<file path="src/rtl/mem_issue_select_if.sv">
// Handshake bundle between the two-bank memory issue queue heads, the
// issue selector and the single memory/AGU port.
interface mem_issue_select_if #(
    parameter int AW        = 6,
    parameter int PAYLOAD_W = 96
);
    logic [1:0]                      i_valid;
    logic [1:0][AW-1:0]              i_al_addr;
    logic [1:0][PAYLOAD_W-1:0]       i_payload;
    logic [1:0]                      i_ready;
    logic                            o_valid;
    logic                            o_ready;
    logic [AW-1:0]                   o_al_addr;
    logic [PAYLOAD_W-1:0]            o_payload;

    modport master (
        output i_valid, i_al_addr, i_payload, o_ready,
        input  i_ready, o_valid, o_al_addr, o_payload
    );

    modport slave (
        input  i_valid, i_al_addr, i_payload, o_ready,
        output i_ready, o_valid, o_al_addr, o_payload
    );
endinterface

</file>
<file path="src/rtl/mem_issue_select.sv">
// Oldest-first pick between two bank heads into a 2-entry skid buffer feeding
// the memory port, with branch-recall squash of wrong-path buffered entries.
module mem_issue_select #(
    parameter int  AL_SIZE   = 64,
    parameter int  PAYLOAD_W = 96,
    localparam int AW        = $clog2(AL_SIZE)
) (
    input  logic                 clk,
    input  logic                 reset,
    input  logic                 ext_stall,
    input  logic                 if_recall,
    input  logic [AW-1:0]        new_front,
    input  logic [AW-1:0]        back,
    mem_issue_select_if.slave    bus,
    output logic                 int_stall,
    output logic [31:0]          issued_cnt
);

    function automatic logic [AW-1:0] age_f(input logic [AW-1:0] addr,
                                            input logic [AW-1:0] origin);
        age_f = addr - origin;
    endfunction

    logic [1:0]           count_r;
    logic [1:0]           count_n_s;
    logic [1:0]           base_s;
    logic                 o_valid_r;
    logic [AW-1:0]        addr_r   [2];
    logic [AW-1:0]        addr_n_s [2];
    logic [PAYLOAD_W-1:0] pay_r    [2];
    logic [PAYLOAD_W-1:0] pay_n_s  [2];
    logic [AW-1:0]        age0_s, age1_s, age_nf_s;
    logic [AW-1:0]        sel_addr_s;
    logic [PAYLOAD_W-1:0] sel_pay_s;
    logic                 pick0_s, pick1_s, can_acc_s, acc_s, pop_s;
    logic                 keep0_s, keep1_s;

    // Age-ordered pick, accept/pop handshake and recall survivor test
    always_comb begin
        age0_s    = age_f(bus.i_al_addr[0], back);
        age1_s    = age_f(bus.i_al_addr[1], back);
        age_nf_s  = age_f(new_front, back);
        pick1_s   = bus.i_valid[1] && (!bus.i_valid[0] || (age1_s < age0_s));
        pick0_s   = bus.i_valid[0] && !pick1_s;
        can_acc_s = (count_r < 2'd2) && !ext_stall && !if_recall && !reset;
        bus.i_ready = {pick1_s && can_acc_s, pick0_s && can_acc_s};
        acc_s     = pick0_s || pick1_s ? can_acc_s : 1'b0;
        if (pick1_s) begin
            sel_addr_s = bus.i_al_addr[1];
            sel_pay_s  = bus.i_payload[1];
        end else begin
            sel_addr_s = bus.i_al_addr[0];
            sel_pay_s  = bus.i_payload[0];
        end
        pop_s     = (count_r != 2'd0) && bus.o_ready && !ext_stall;
        int_stall = (count_r == 2'd2) || ext_stall;
        // Survivors form the older prefix, so slot 1 only lives if slot 0 does
        keep0_s   = age_f(addr_r[0], back) < age_nf_s;
        keep1_s   = keep0_s && (age_f(addr_r[1], back) < age_nf_s);
    end

    // Next buffer contents and occupancy
    always_comb begin
        addr_n_s  = addr_r;
        pay_n_s   = pay_r;
        count_n_s = count_r;
        base_s    = pop_s ? (count_r - 2'd1) : count_r;
        if (pop_s) begin
            addr_n_s[0] = addr_r[1];
            pay_n_s[0]  = pay_r[1];
        end else begin
            addr_n_s[0] = addr_r[0];
            pay_n_s[0]  = pay_r[0];
        end
        if (if_recall) begin
            if (pop_s) begin
                count_n_s = ((count_r == 2'd2) && (age_f(addr_r[1], back) < age_nf_s)) ? 2'd1 : 2'd0;
            end else if ((count_r == 2'd0) || !keep0_s) begin
                count_n_s = 2'd0;
            end else if ((count_r == 2'd2) && keep1_s) begin
                count_n_s = 2'd2;
            end else begin
                count_n_s = 2'd1;
            end
        end else begin
            count_n_s = base_s + {1'b0, acc_s};
            if (acc_s) begin
                addr_n_s[base_s[0]] = sel_addr_s;
                pay_n_s[base_s[0]]  = sel_pay_s;
            end else begin
                count_n_s = base_s;
            end
        end
    end

    // Occupancy, output valid and saturating issue counter
    always_ff @(posedge clk) begin
        if (reset) begin
            count_r    <= 2'd0;
            o_valid_r  <= 1'b0;
            issued_cnt <= 32'd0;
        end else begin
            count_r   <= count_n_s;
            o_valid_r <= (count_n_s != 2'd0);
            if (pop_s && (issued_cnt != 32'hFFFF_FFFF)) begin
                issued_cnt <= issued_cnt + 32'd1;
            end
        end
    end

    // Buffer storage; contents are meaningless while the slot is empty
    always_ff @(posedge clk) begin
        addr_r <= addr_n_s;
        pay_r  <= pay_n_s;
    end

    assign bus.o_valid   = o_valid_r;
    assign bus.o_al_addr = addr_r[0];
    assign bus.o_payload = pay_r[0];

endmodule

</file>
<file path="src/flat_wrapper.sv">
// flat-port wrapper written by rule: the top's interface ports become plain ports
module mem_issue_select_flat 
#(
    parameter int  AL_SIZE   = 64,
    parameter int  PAYLOAD_W = 96,
    localparam int AW        = $clog2(AL_SIZE)
)
  (clk, reset, ext_stall, if_recall, new_front, back, int_stall, issued_cnt, bus_i_valid, bus_i_al_addr, bus_i_payload, bus_o_ready, bus_i_ready, bus_o_valid, bus_o_al_addr, bus_o_payload);
  mem_issue_select_if #(.AW((6)), .PAYLOAD_W(PAYLOAD_W)) bus_i ();
  input  logic clk;
  input  logic reset;
  input  logic ext_stall;
  input  logic if_recall;
  input  logic [AW-1:0] new_front;
  input  logic [AW-1:0] back;
  output logic int_stall;
  output logic [31:0] issued_cnt;
  input wire logic [$bits(bus_i.i_valid)-1:0] bus_i_valid;
  input wire logic [$bits(bus_i.i_al_addr)-1:0] bus_i_al_addr;
  input wire logic [$bits(bus_i.i_payload)-1:0] bus_i_payload;
  input wire logic [$bits(bus_i.o_ready)-1:0] bus_o_ready;
  output wire logic [$bits(bus_i.i_ready)-1:0] bus_i_ready;
  output wire logic [$bits(bus_i.o_valid)-1:0] bus_o_valid;
  output wire logic [$bits(bus_i.o_al_addr)-1:0] bus_o_al_addr;
  output wire logic [$bits(bus_i.o_payload)-1:0] bus_o_payload;
  assign bus_i.i_valid = bus_i_valid;
  assign bus_i.i_al_addr = bus_i_al_addr;
  assign bus_i.i_payload = bus_i_payload;
  assign bus_i.o_ready = bus_o_ready;
  assign bus_i_ready = bus_i.i_ready;
  assign bus_o_valid = bus_i.o_valid;
  assign bus_o_al_addr = bus_i.o_al_addr;
  assign bus_o_payload = bus_i.o_payload;
  mem_issue_select #(.AL_SIZE(AL_SIZE), .PAYLOAD_W(PAYLOAD_W)) u_core (.clk(clk), .reset(reset), .ext_stall(ext_stall), .if_recall(if_recall), .new_front(new_front), .back(back), .bus(bus_i), .int_stall(int_stall), .issued_cnt(issued_cnt));
endmodule
</file>
<file path="config.mk">
export PLATFORM = sky130hd
export DESIGN_NAME = mem_issue_select_flat
export DESIGN_NICKNAME = d
export VERILOG_FILES = /design/src/rtl/mem_issue_select_if.sv /design/src/rtl/mem_issue_select.sv /design/src/flat_wrapper.sv
export SDC_FILE = /design/constraint.sdc
export NUM_CORES = 1
export LEC_CHECK = 0
export CORE_ASPECT_RATIO = 0.9
export CORE_MARGIN = 8
export CORE_UTILIZATION = 31
export CTS_CLUSTER_SIZE = 28
export DETAILED_ROUTE_END_ITERATION = 10
export PLACE_DENSITY = 0.53
export SETUP_SLACK_MARGIN = 0.2
export SYNTH_ARGS = -nofsm -noshare
export SYNTH_HDL_FRONTEND = slang
export SYNTH_SLANG_ARGS = --single-unit
</file>
<file path="constraint.sdc">
create_clock -name clk -period 13.77 [get_ports clk]
set_clock_uncertainty 0.1 [all_clocks]
set_input_delay 2.0655 -clock clk [delete_from_list [all_inputs] [get_ports clk]]
set_output_delay 2.0655 -clock clk [all_outputs]
set_load 0.03 [all_outputs]
</file>
* Yosys cells after proc, flatten, opt, wreduce, memory -nomap -nowiden
Index checks and enable logic that the tools add are counted.
** Word-level totals
- Flip-flop bits (word level) :: 239
- Latch bits :: 0
- RAM bits :: 0
- Memory bits (read-only) :: 0
- Bits of input ports :: 223
- Output and inout port bits :: 138
- Memories kept :: 0
** Operators by class
- $add $sub $neg :: 8
- Multipliers :: 0
- Div/mod/pow operators :: 0
- $lt $le $gt $ge :: 6
- Eq/ne operators :: 2
- Shift operators :: 0
- Muxes and demuxes :: 22
- Bitwise gates (word level) :: 2
- Reductions and logical operators :: 28
** Operators by type and width (count)
- 192-bit two-way mux :: 2
- 96-bit two-way mux :: 3
- 192-bit bitwise mux :: 1
- 96-bit demux with 1-bit select :: 1
- 32-bit by 1-bit adder with 32-bit output, second input constant :: 1
- 32-bit inequality test, second input constant :: 1
- 6-bit subtractor :: 5
- 12-bit two-way mux :: 2
- 6-bit less-than comparator :: 3
- 6-bit two-way mux :: 3
- 1-bit logical AND :: 14
- 12-bit bitwise mux :: 1
- 2-bit two-way mux :: 6
- 6-bit demux with 1-bit select :: 1
- 1-bit zero test :: 6
- 1-bit logical OR :: 4
- 2-bit nonzero test :: 2
- 2-bit by 1-bit adder with 2-bit output :: 1
- 2-bit == test, second input constant :: 1
- 2-bit >= comparator, second input constant :: 1
- 2-bit zero test :: 1
- 2-bit by 1-bit less-than comparator with 1-bit output, second input constant :: 1
- 2-bit less-than comparator, second input constant :: 1
- 1-bit two-way mux :: 2
- other kinds (4) :: 4

* Depth between registers and ports, before layout
Gate-level depths: netlist of run 1.
- Depth in word-level cells :: 12
- Gate-level depth with buffers :: 17

* Worst setup path before layout of run 1
No wires, ideal clock.
- Path kind :: input-to-reg
- From :: in reset
- To :: reg (tool-made name)
- Library setup time :: 0.575 ns
- Data arrival time :: 7.208 ns
- Data required time :: 13.095 ns
- Slack :: 5.887 ns
- Stages :: 4
- Path buffers :: 1
- Path through :: clkbuf_1 > nor4_1 > o21a_1 > nor2b_1
** RTL lines
- from (decl) :: line flat_wrapper.sv:11 : input logic reset;

* Worst setup path after layout of run 1
- From :: in back[0]
- To :: out bus_i_ready[1]
** Between the ends
- Word-level cells in the longest chain between the ends :: 5
- Elaborated cells on any way between the ends :: 6
- Classes of those cells :: 2 x add/sub; 1 x order compare; 3 x reduce/logical
** Ends and longest elaborated chain
- from (decl) :: line flat_wrapper.sv:15 : input logic [AW-1:0] back;
- 6-bit subtractor :: line mem_issue_select.sv:21 : age_f = addr - origin;
- 6-bit less-than comparator * :: line mem_issue_select.sv:43 : pick1_s = bus.i_valid[1] && (!bus.i_valid[0] || (age1_s < age0_s));
- 1-bit logical OR * :: line mem_issue_select.sv:43
- 1-bit logical AND * :: line mem_issue_select.sv:43
- 1-bit logical AND * :: line mem_issue_select.sv:46 : bus.i_ready = {pick1_s && can_acc_s, pick0_s && can_acc_s};
- to (decl) :: line flat_wrapper.sv:22 : output wire logic [$bits(bus_i.i_ready)-1:0] bus_i_ready;
Every way passes the cells marked *; elsewhere a longest branch is shown, timed or not.

==> results of run 1 <==
==> worst reg2reg max path, cell delays in order, from the launching register on <==
cell and delay, ns:
dfxtp_1 0.39, inv_1 0.06, ha_1 0.21, nor3b_2 0.24, xnor2_1 0.21, nand2_4 0.45, buf_4 0.71, buf_4 0.90
nand3_1 0.19, o21a_1 0.15
==> cell usage after synthesis, types with 5 or more instances <==
library cell  number
a21o_1            14
a21oi_1           13
and3_1             8
buf_2              8
buf_4            102
buf_6              8
clkbuf_1          50
dfxtp_1          137
edfxtp_1         102
fa_1               5
ha_1              40
inv_1             28
mux2_2            45
mux2_4            57
nand2_1          218
nand3_1          114
nand4_1            8
nor2_1            43
nor2b_1            5
nor3_1             8
nor4_1            10
o21a_1           106
o21ai_0           10
xnor2_1           34
xor2_1            18
==> routing by layer <==
| layer | vias to the layer above | wire length, um | track usage [%] |
|---|---|---|---|
| met3 | 42 | 2030 | 3.96 |
| li1 | 4687 | - | - |
| met2 | 209 | 17000 | 24.8 |
| met1 | 4358 | 16100 | 18.8 |
| met4 | 0 | 684 | 3.01 |
| met5 | - | 0 | 0 |
==> per-stage QoR <==
step	total power [uW]	util, %	area, um^2	hold slack (ns)	setup slack, ns
final	2930	41.8	16900	0.443	6.29
after global routing	3100	41.8	16900	0.473	6.06
after CTS	2980	41.8	16900	0.451	6.26
after detailed placement	2190	39.4	15900	0.433	6.27
after global placement	2180	39.4	15900	0.421	6.29
after floorplan	1890	-	12600	0.437	5.89
==> cell type report <==
class                           count  area, um^2  share of cell area, %
Multi-Input combinational cell    803        5640                   33.4
Sequential cell                   239        5810                   34.4
Timing Repair Buffer              371        3690                   21.8
Clock inverter                     13         185                   1.10
Inverter                           28         105                  0.623
Tap cell                          540         676                   4.00
Clock buffer                       39         782                   4.63
==> worst max-delay path by stage <==
stage | from | cells after the start | endpoint
5_1_grt | back[0] | 13 | bus_i_ready[1]
3_5_place_dp | back[0] | 13 | bus_i_ready[1]
6_report | back[0] | 13 | bus_i_ready[1]
2_1_floorplan | reset | 4 | flop
4_1_cts | back[0] | 13 | bus_i_ready[1]
3_3_place_gp | back[0] | 13 | bus_i_ready[1]
==> cell families after synthesis <==
family          count (synthesis)  synth area share, %
mux                           103                 10.9
simple gates                  436                 15.6
compound gates                165                 9.46
xor+xnor                       52                 3.61
flops                         239                 46.0
fa+ha+maj                      47                 4.91
buf+inv                       198                 9.56
==> power by group through the flow <==
| stage | registers [uW] | clock network, uW | logic [uW] |
|---|---|---|---|
| after floorplan | 968 | 0 | 926 |
| after global placement | 981 | 0 | 1200 |
| final | 970 | 771 | 1190 |
| after detailed placement | 985 | 0 | 1200 |
| after global routing | 990 | 822 | 1290 |
| after CTS | 972 | 797 | 1210 |
==> Implementation_results.wiki, run 1 <==
{| class="wikitable"
! Metric !! Value
|-
| Die height || 207 um
|-
| Total placed cells including tap cells || 1981
|-
| Fraction of layout cells with a size suffix above 1 || 11.3%
|-
| Reg-to-reg critical path startpoint || u_core.count_r[1]$_SDFF_PP0_
|-
| Boundary Pins || 361
|-
| Kind of cell adding the most delay to the critical path || buffers and inverters
|-
| Path type of the worst setup path || input port to output port
|-
| Maximum VDD drop || 0.0000813 V
|-
| Cells traversed along the worst timing path || clkdlybuf4s50_1, ha_1, inv_1, fa_1, a21o_1, a21oi_1, xor2_1, ha_1, a21oi_1, o21ai_1, a31o_4, nor2b_1, clkdlybuf4s50_1
|-
| Worst path max stage delay || 0.68 ns
|-
| Worst hold path cell count || 2
|-
| Via density per instance || 4.57
|-
| Cell area after technology mapping || 12600 um^2
|-
| Weighted congestion at the end of routability-driven global placement || 0.793
|-
| Power dissipated by switching net loads || 1010 uW
|-
| Count of flip-flops with a built-in enable after synthesis || 102
|-
| Status || finished, final reports clean
|-
| Synthesized instance count || 1240
|-
| Cell internal pwr || 1920 uW
|-
| Sw Share || 34.6%
|-
| Hold crit path type || flop to flop
|-
| Starting DRC count in detailed routing || 463
|-
| Count of endpoints failing setup in the final report || 0
|-
| Via count || 9296
|-
| Proportion of register bits with asynchronous set or reset after synthesis || 0%
|-
| Critical Path Source Type || input port
|-
| Number of H-tree branching levels || 1
|-
| Starting density of the core || 31.3%
|-
| Dpl hpwl || 26100 um
|-
| Row count || 70
|-
| Root Driver || clkbuf_16
|-
| Post-CTS resize count || 0
|-
| Ant diodes || 0
|-
| Antenna viol nets, final || 0
|-
| Flop2flop setup slack || 10.05 ns
|-
| Setup TNS after final layout || 0 ns
|-
| Highest achievable clock rate || 0.134 GHz
|-
| Post-layout net count || 1739
|-
| Ys flop type || dfxtp_1
|-
| Headroom to the max-slew limit || 28.6%
|-
| Ys Warns || 0
|-
| Crit path buf inv count || 3
|-
| Overall fraction of global-route tracks in use || 14.7%
|-
| Worst r2r dst || u_core.bus.o_payload[57]$_DFF_P_
|-
| Hold-fix buffers, CTS || 0
|-
| Required time of the critical path || 11.60 ns
|-
| Number of fill cells || 3923
|-
| Number of register bits inferred by synthesis || 239
|-
| GRT overflow || 0
|-
| Chip width || 229 um
|-
| Commonest non-fill, non-tap cells in the layout || 360 x clkdlybuf4s50_1, 217 x nand2_1, 137 x dfxtp_1, 114 x nand3_1, 106 x o21a_1
|-
| DRT Wirelength || 35800 um
|-
| Post-CTS Setup Repair Bufs || 0
|-
| Input/output buffers || 360
|-
| Fraction of post-synthesis cell area in the top cell type by area || 24.3%
|-
| CTS tree || done
|-
| Number of buffers on the longest clock path || 3
|-
| Tmin final || 7.48 ns
|-
| Cell taking the most area after synthesis || edfxtp_1
|-
| Worst Hold Launch || u_core.issued_cnt[31]$_SDFFE_PP0P_
|-
| Clock latency reported for the late side of the worst-skew pair || 0.54 ns
|-
| Nets in the synthesized netlist || 1508
|-
| Antenna violations before repair || 0
|-
| Area inside the core boundary || 40400 um^2
|-
| Static power due to leakage || 0.00661 uW
|-
| Full die area || 47500 um^2
|-
| Maximum number of pins on one net before global-route repair || 87
|-
| Wire length of the first global-routing pass || 56700 um
|-
| Maxcap violations || 0
|-
| Period Utilization, post-route || 54.3%
|-
| Post-synthesis sequential area ratio || 46.0%
|-
| Areal power density over the cells || 173 nW/um^2
|-
| Clock Sink Count || 239
|-
| Synth area leaders || edfxtp_1 24%, dfxtp_1 22%, mux2_4 6.8%, nand2_1 6.5%, o21a_1 6.3%
|-
| Number of global-route vias before repair || 9457
|-
| Residual DRC || 0
|-
| Unrepaired setup endpoints after global routing || false
|-
| Part of the power in combinational logic || 40.6%
|-
| Total count of max-transition violations in the final report || 0
|-
| Avg WL per Cell || 17.6 um
|-
| Area added between synthesis and finish || 33.7%
|-
| Relative contribution of sequential cells to total power || 33.1%
|-
| Type of element capturing the critical path || output port
|-
| Worst path arrival time || 5.32 ns
|-
| Cell at the slowest stage of the critical path || clkdlybuf4s50_1
|-
| Count of placed standard cells in the final layout, fillers left out || 2033
|-
| Worst-path fanout max || 5
|-
| Avg Inst Size Synth || 10.2 um^2
|-
| Most common cell after layout, fill and taps aside || clkdlybuf4s50_1
|-
| Drt first pass iters || 4
|-
| Worst hold path endpoint || u_core.issued_cnt[31]$_SDFFE_PP0P_
|-
| Cts bufs inserted || 28
|-
| CTS clock-pin slew for the worst setup and hold paths || 0.06 ns
|-
| Distinct cells, synth || 57
|-
| Hold Violations, Final || 0
|-
| Slew of the pin with the lowest slew margin || 1.07 ns
|-
| Clk pwr share || 26.3%
|-
| R2R depth || 9
|}
No activity file was read; power rests on OpenSTA's default activity.
==> inputs of run 2 (changes only) <==
--- a/config.mk
+++ b/config.mk
@@ -10,7 +10,7 @@
 export CORE_UTILIZATION = 31
 export CTS_CLUSTER_SIZE = 28
 export DETAILED_ROUTE_END_ITERATION = 10
-export PLACE_DENSITY = 0.53
+export PLACE_DENSITY = 0.55
 export SETUP_SLACK_MARGIN = 0.2
 export SYNTH_ARGS = -nofsm -noshare
 export SYNTH_HDL_FRONTEND = slang
==> constraint.sdc (replaced) <==
create_clock -name clk -period 6.4 [get_ports clk]
set_clock_uncertainty 0.1 [all_clocks]
set_input_delay 0.96 -clock clk [delete_from_list [all_inputs] [get_ports clk]]
set_output_delay 0.96 -clock clk [all_outputs]
set_load 0.03 [all_outputs]
==> run 2 against run 1 <==
Net effect: cell area shrank 0.30%; combinational power grew 110%; sequential power grew 120%; count of clock-buffer cells in the layout grew 4; cell count shrank 0.25%; setup slack lost 5.3 ns; worst hold slack gained 0.0068 ns; power grew 110%; clock power grew 100%; flip-flop and latch count is the same; register-to-register slack lost 6.7 ns; critical endpoint unchanged.
==> Implementation_results.wiki, run 2 (synthesis gave the netlist of run 1 again) <==
{| class="wikitable"
! Metric !! Value
|-
| Status || finished, final reports clean
|-
| Via density per instance || 4.58 (+0.13%)
|-
| Hold Violations, Final || 0 (unchanged)
|-
| Hold-fix buffers, CTS || 0 (unchanged)
|-
| Maxcap violations || 0 (unchanged)
|-
| Critical Path Source Type || input port
|-
| Cts bufs inserted || 27 (-3.6%)
|-
| R2R depth || 5 (-4)
|-
| DRT Wirelength || 35400 um (-1.2%)
|-
| Chip width || 229 um (unchanged)
|-
| Fraction of layout cells with a size suffix above 1 || 10.9% (-0.37 points)
|-
| Static power due to leakage || 0.00657 uW (-0.61%)
|-
| Commonest non-fill, non-tap cells in the layout || 360 x clkdlybuf4s50_1, 217 x nand2_1, 137 x dfxtp_1, 114 x nand3_1, 106 x o21a_1
|-
| Via count || 9285 (-0.12%)
|-
| Post-CTS resize count || 0 (unchanged)
|-
| Dpl hpwl || 25100 um (-4.0%)
|-
| Full die area || 47500 um^2 (unchanged)
|-
| Worst r2r dst || u_core.bus.o_al_addr[0]$_DFF_P_
|-
| Drt first pass iters || 4 (unchanged)
|-
| Antenna viol nets, final || 0 (unchanged)
|-
| Sw Share || 34.6% (+0.066 points)
|-
| Weighted congestion at the end of routability-driven global placement || 0.784 (-1.1%)
|-
| Final design utilization || 41.7% (-0.13 points)
|-
| Areal power density over the cells || 368 nW/um^2 (+110%)
|-
| Setup TNS after final layout || 0 ns (unchanged)
|-
| Input/output buffers || 360 (unchanged)
|-
| Post-layout net count || 1736 (-0.17%)
|-
| Boundary Pins || 361 (unchanged)
|-
| Maximum number of pins on one net before global-route repair || 109 (+25%)
|-
| Type of element capturing the critical path || output port
|-
| Period Utilization, post-route || 83.9%
|-
| Worst path arrival time || 4.31 ns (-1.01 ns)
|-
| CTS clock-pin slew for the worst setup and hold paths || 0.06 ns (about the same)
|-
| Avg WL per Cell || 17.5 um (-0.92%)
|-
| Final worst slack || 1.03 ns (-5.26 ns)
|-
| Hold crit path type || flop to flop
|-
| Row count || 70 (unchanged)
|-
| Worst Hold Launch || u_core.issued_cnt[13]$_SDFFE_PP0P_
|-
| Ant diodes || 0 (unchanged)
|-
| Number of buffers on the longest clock path || 3 (unchanged)
|-
| Clk pwr share || 25.1% (-1.2 points)
|-
| Highest achievable clock rate || 0.186 GHz
|-
| Count of endpoints failing setup in the final report || 0 (unchanged)
|-
| Required time of the critical path || 5.34 ns (-6.26 ns)
|-
| Total count of max-transition violations in the final report || 0 (unchanged)
|-
| Post-CTS Setup Repair Bufs || 0 (unchanged)
|-
| Worst path max stage delay || 0.68 ns (about the same)
|-
| Cell at the slowest stage of the critical path || clkdlybuf4s50_1
|-
| Clock Sink Count || 239 (unchanged)
|-
| GRT overflow || 0 (unchanged)
|-
| Area added between synthesis and finish || 33.3%
|-
| Flop2flop setup slack || 3.36 ns (-6.69 ns)
|-
| Worst setup timing slack at the placement stage || 1.03 ns (-5.24 ns)
|-
| Overall fraction of global-route tracks in use || 14.4% (-0.30 points)
|-
| Worst-path fanout max || 5 (unchanged)
|-
| Cells traversed along the worst timing path || clkdlybuf4s50_1, ha_1, inv_1, fa_1, a21o_1, a21oi_1, xor2_1, ha_1, a21oi_1, o21ai_1, a31o_4, nor2b_1, clkdlybuf4s50_1
|-
| Slew of the pin with the lowest slew margin || 0.901 ns (-0.170 ns)
|-
| Cell internal pwr || 4050 uW (+110%)
|-
| Most common cell after layout, fill and taps aside || clkdlybuf4s50_1
|-
| Clock latency reported for the late side of the worst-skew pair || 0.54 ns (about the same)
|-
| Area inside the core boundary || 40400 um^2 (unchanged)
|-
| Residual DRC || 0 (unchanged)
|-
| Starting DRC count in detailed routing || 440 (-5.0%)
|-
| Unrepaired setup endpoints after global routing || false
|-
| Reg-to-reg critical path startpoint || u_core.count_r[1]$_SDFF_PP0_
|-
| Number of H-tree branching levels || 1 (unchanged)
|-
| Power dissipated by switching net loads || 2150 uW (+110%)
|-
| Worst hold path cell count || 2 (unchanged)
|-
| Wire length of the first global-routing pass || 55700 um (-1.8%)
|-
| Antenna violations before repair || 0 (unchanged)
|-
| Headroom to the max-slew limit || 39.4% (+11 points)
|-
| Tmin final || 5.37 ns
|-
| Root Driver || clkbuf_16
|-
| Worst hold path endpoint || u_core.issued_cnt[13]$_SDFFE_PP0P_
|-
| Path type of the worst setup path || input port to output port
|-
| Starting density of the core || 31.3% (unchanged)
|-
| Number of global-route vias before repair || 9660 (+2.1%)
|-
| Maximum VDD drop || 0.000198 V (+140%)
|-
| Die height || 207 um (unchanged)
|-
| CTS tree || done
|-
| Relative contribution of sequential cells to total power || 33.7% (+0.6 points)
|-
| Part of the power in combinational logic || 41.2% (+0.6 points)
|}
==> run 2: changes by cell type in the layout (fill, tap and decap cells not counted), sizes merged <==
cell,delta
clkbuf,+4
clkinvlp,+2
buf,-2
clkinv,-8
inv,+1
bufinv,-2
==> run 2: how the worst max path moves through the flow <==
| stage | start | to | slack [ns] |
|---|---|---|---|
| 3_3_place_gp | back[0] | bus_i_ready[1] | 1.12 |
| 6_report | back[0] | bus_i_ready[1] | 1.03 |
| 4_1_cts | back[0] | bus_i_ready[1] | 1.02 |
| 2_1_floorplan | reset | flop | 1.58 |
| 5_1_grt | back[0] | bus_i_ready[1] | 0.84 |
| 3_5_place_dp | back[0] | bus_i_ready[1] | 1.03 |
==> run 2: per-stage QoR <==
step	instances	instance area, um^2	total power, uW	hold WS, ns
2_1_floorplan	1240	12600	4080	0.437
3_3_place_gp	1979	15900	4670	0.428
3_5_place_dp	1979	15900	4710	0.436
4_1_cts	2028	16800	6300	0.450
5_1_grt	2028	16800	6560	0.482
6_report	2028	16800	6190	0.450
==> run 2: final cells by class <==
type                       instances  area [um^2]
inverter                          28          105
tap                              540          676
clock buffer                      43          806
fill                            3879        23500
sequential                       239         5810
timing repair buffer             369         3710
multi-input combinational        803         5640
clock inverter                     6         87.6
==> run 2: power groups by stage <==
stage	combinational (uW)	clock, uW	sequential [uW]
global placement	2560	0	2110
CTS	2600	1610	2090
detailed placement	2580	0	2120
finish	2550	1550	2090
global route	2750	1670	2130
floorplan	1990	0	2080
==> run 2: critical path, delay by kind of cell <==
family | cells | cell delay, ns
xor gates and xnor gates | 1 | 0.18
adders and majority gates | 3 | 0.86
AOI/OAI and AO/OA | 5 | 0.86
and+or+nand+nor | 1 | 0.12
buffers and inverters | 3 | 1.33
==> run 2: per-layer routing <==
metal / part of all wire, % / track usage [%] / routed length, um
met5: 0 / 0 / 0
met4: 1.9 / 2.87 / 657
met3: 6.4 / 4.59 / 2260
met2: 48 / 25.0 / 17000
met1: 44 / 17.4 / 15500
==> inputs of run 3 (changes only) <==
--- a/config.mk
+++ b/config.mk
@@ -10,7 +10,7 @@
 export CORE_UTILIZATION = 31
 export CTS_CLUSTER_SIZE = 28
 export DETAILED_ROUTE_END_ITERATION = 10
-export PLACE_DENSITY = 0.55
+export PLACE_DENSITY = 0.53
 export SETUP_SLACK_MARGIN = 0.2
 export SYNTH_ARGS = -nofsm -noshare
 export SYNTH_HDL_FRONTEND = slang
==> constraint.sdc (replaced) <==
create_clock -name clk -period 5.3 [get_ports clk]
set_clock_uncertainty 0.1 [all_clocks]
set_input_delay 0.795 -clock clk [delete_from_list [all_inputs] [get_ports clk]]
set_output_delay 0.795 -clock clk [all_outputs]
set_load 0.03 [all_outputs]
==> run 3 against run 2 <==
Net effect: register-to-register slack got worse by 1.2 ns; non-clock buffer count unchanged; first-iteration DRC count decreased by 0.45%; setup slack got worse by 0.35 ns; sequential share of layout area decreased by 0.084 points; cell count increased by 0.15%; cell area increased by 0.25%; via count decreased by 0.14%.
==> Implementation_results.wiki, run 3 (synthesis gave the netlist of run 1 again) <==
{| class="wikitable"
! Metric !! Value
|-
| Clock latency reported for the late side of the worst-skew pair || 0.54 ns (about the same)
|-
| Boundary Pins || 361 (unchanged)
|-
| Hold WS || 0.445 ns (-0.00452 ns)
|-
| Weighted congestion at the end of routability-driven global placement || 0.806 (+2.7%)
|-
| Post-CTS Setup Repair Bufs || 0 (unchanged)
|-
| Row count || 70 (unchanged)
|-
| Status || finished, final reports clean
|-
| Maximum number of pins on one net before global-route repair || 199 (+83%)
|-
| Setup TNS after final layout || 0 ns (unchanged)
|-
| Tmin final || 4.61 ns
|-
| Dpl hpwl || 25700 um (+2.5%)
|-
| Seq. cell area || 5810 um^2 (unchanged)
|-
| Count of placed standard cells in the final layout, fillers left out || 2031 (+0.15%)
|-
| Cts bufs inserted || 28 (+3.7%)
|-
| Post-layout net count || 1737 (+0.058%)
|-
| Total non-filler cell area in the finished layout || 16900 um^2 (+0.25%)
|-
| Antenna violations before repair || 0 (unchanged)
|-
| Sw Share || 35.0% (+0.30 points)
|-
| Starting density of the core || 31.3% (unchanged)
|-
| Flop2flop setup slack || 2.14 ns (-1.22 ns)
|-
| Total cell area at the placement stage || 16000 um^2 (+0.22%)
|-
| Unrepaired setup endpoints after global routing || false
|-
| DRT Wirelength || 36100 um (+1.9%)
|-
| GRT overflow || 0 (unchanged)
|-
| R2R depth || 12 (+7)
|-
| Count of endpoints failing setup in the final report || 0 (unchanged)
|-
| Area added between synthesis and finish || 33.6%
|-
| Input/output buffers || 360 (unchanged)
|-
| Hold crit path type || flop to flop
|-
| Headroom to the max-slew limit || 22.3% (-17 points)
|-
| Clk pwr share || 24.9% (-0.2 points)
|-
| Avg WL per Cell || 17.8 um (+1.8%)
|-
| Critical Path Source Type || input port
|-
| Power dissipated by switching net loads || 2610 uW (+22%)
|-
| Clock Sink Count || 239 (unchanged)
|-
| Via density per instance || 4.57 (-0.29%)
|-
| Slew of the pin with the lowest slew margin || 1.17 ns (+0.265 ns)
|-
| Worst hold path cell count || 2 (unchanged)
|-
| Kind of cell adding the most delay to the critical path || buffers and inverters
|-
| Die height || 207 um (unchanged)
|-
| Chip width || 229 um (unchanged)
|-
| Via count || 9272 (-0.14%)
|-
| Number of fill cells || 3944 (+1.7%)
|-
| Total placed cells including tap cells || 1979 (unchanged)
|-
| Maximum VDD drop || 0.000266 V (+34%)
|-
| Total count of max-transition violations in the final report || 0 (unchanged)
|-
| Number of H-tree branching levels || 1 (unchanged)
|-
| Antenna viol nets, final || 0 (unchanged)
|-
| Ant diodes || 0 (unchanged)
|-
| Starting DRC count in detailed routing || 438 (-0.45%)
|-
| Overall fraction of global-route tracks in use || 14.6% (+0.18 points)
|-
| Residual DRC || 0 (unchanged)
|-
| Hold Violations, Final || 0 (unchanged)
|-
| Path type of the worst setup path || input port to output port
|-
| Fraction of layout cells with a size suffix above 1 || 11.0% (+0.11 points)
|-
| Worst path max stage delay || 0.58 ns (-0.10 ns)
|-
| Cell at the slowest stage of the critical path || clkdlybuf4s50_1
|-
| Area of combinational cells with multiple inputs || 5640 um^2 (unchanged)
|-
| Worst-path fanout max || 5 (unchanged)
|-
| Cell internal pwr || 4860 uW (+20%)
|-
| Area inside the core boundary || 40400 um^2 (unchanged)
|-
| Full die area || 47500 um^2 (unchanged)
|-
| Relative contribution of sequential cells to total power || 33.8% (about the same)
|-
| Drt first pass iters || 4 (unchanged)
|-
| Number of global-route vias before repair || 9623 (-0.38%)
|-
| Type of element capturing the critical path || output port
|-
| Period Utilization, post-route || 87.1%
|-
| Static power due to leakage || 0.00661 uW (+0.67%)
|-
| Most common cell after layout, fill and taps aside || clkdlybuf4s50_1
|-
| Logic depth of the worst setup path including buffers || 13 (unchanged)
|-
| Part of the power in combinational logic || 41.3% (about the same)
|-
| Cells traversed along the worst timing path || clkdlybuf4s50_1, ha_1, inv_1, fa_1, a21o_1, a21oi_1, xor2_1, ha_1, a21oi_1, o21ai_1, a31o_4, nor2b_1, dlymetal6s2s_1
|-
| Highest achievable clock rate || 0.217 GHz
|-
| CTS tree || done
|-
| Commonest non-fill, non-tap cells in the layout || 358 x clkdlybuf4s50_1, 217 x nand2_1, 137 x dfxtp_1, 114 x nand3_1, 106 x o21a_1
|-
| Areal power density over the cells || 443 nW/um^2 (+20%)
|-
| Maxcap violations || 0 (unchanged)
|-
| Number of buffers on the longest clock path || 3 (unchanged)
|-
| Required time of the critical path || 4.41 ns (-0.93 ns)
|-
| Wire length of the first global-routing pass || 56400 um (+1.3%)
|-
| Worst path arrival time || 3.72 ns (-0.59 ns)
|-
| Root Driver || clkbuf_16
|-
| Crit path buf inv count || 3 (unchanged)
|-
| CTS clock-pin slew for the worst setup and hold paths || 0.06 ns (about the same)
|-
| Total power after layout || 7470 uW (+21%)
|}
==> run 3: final cells by class <==
cell class	count	area share (%)
Multi-Input combinational cell	803	33.4
Clock inverter	8	0.504
Inverter	28	0.623
Clock buffer	44	4.81
Timing Repair Buffer	369	22.2
Sequential cell	239	34.4
Tap cell	540	4.00
==> run 3: repair_timing <==
item                                    in CTS  in global routing
hold buffers                                 0                  0
endpoints found under the setup margin       0                  1
resized for setup                            0                  1
==> run 3: routing by layer <==
layer | share of wire, % | up-vias | global-route usage [%]
li1 | - | 4682 | -
met3 | 5.6 | 41 | 3.99
met4 | 1.8 | 0 | 2.92
met1 | 44 | 4343 | 18.3
met5 | 0 | - | 0
met2 | 49 | 206 | 25.0
==> run 3: worst min-delay path, delay by kind of cell, from the launching register on <==
| family | cells | cell delay, ns |
|---|---|---|
| flip-flops | 1 | 0.36 |
| XOR/XNOR | 1 | 0.08 |
| AND/OR/NAND/NOR | 1 | 0.07 |
==> run 3: per-stage QoR <==
step | util, % | setup slack [ns]
floorplan | - | 0.649
global placement | 39.6 | 0.324
detailed placement | 39.6 | 0.320
CTS | 41.8 | 0.295
global route | 41.8 | 0.467
finish | 41.8 | 0.685
==> run 3: power by group through the flow <==
stage	Clock, uW	Sequential (uW)	Combinational [uW]
2_1_floorplan	0	2520	2410
3_3_place_gp	0	2550	3120
3_5_place_dp	0	2560	3130
4_1_cts	1930	2530	3150
5_1_grt	2000	2580	3330
6_report	1860	2530	3090
==> run 3: worst paths after layout <==
check                                      from                                  to
max                                     back[0]                      bus_i_ready[1]
min          u_core.issued_cnt[26]$_SDFFE_PP0P_  u_core.issued_cnt[26]$_SDFFE_PP0P_
max reg2reg                                flop        u_core.count_r[0]$_SDFF_PP0_
min reg2reg  u_core.issued_cnt[26]$_SDFFE_PP0P_  u_core.issued_cnt[26]$_SDFFE_PP0P_
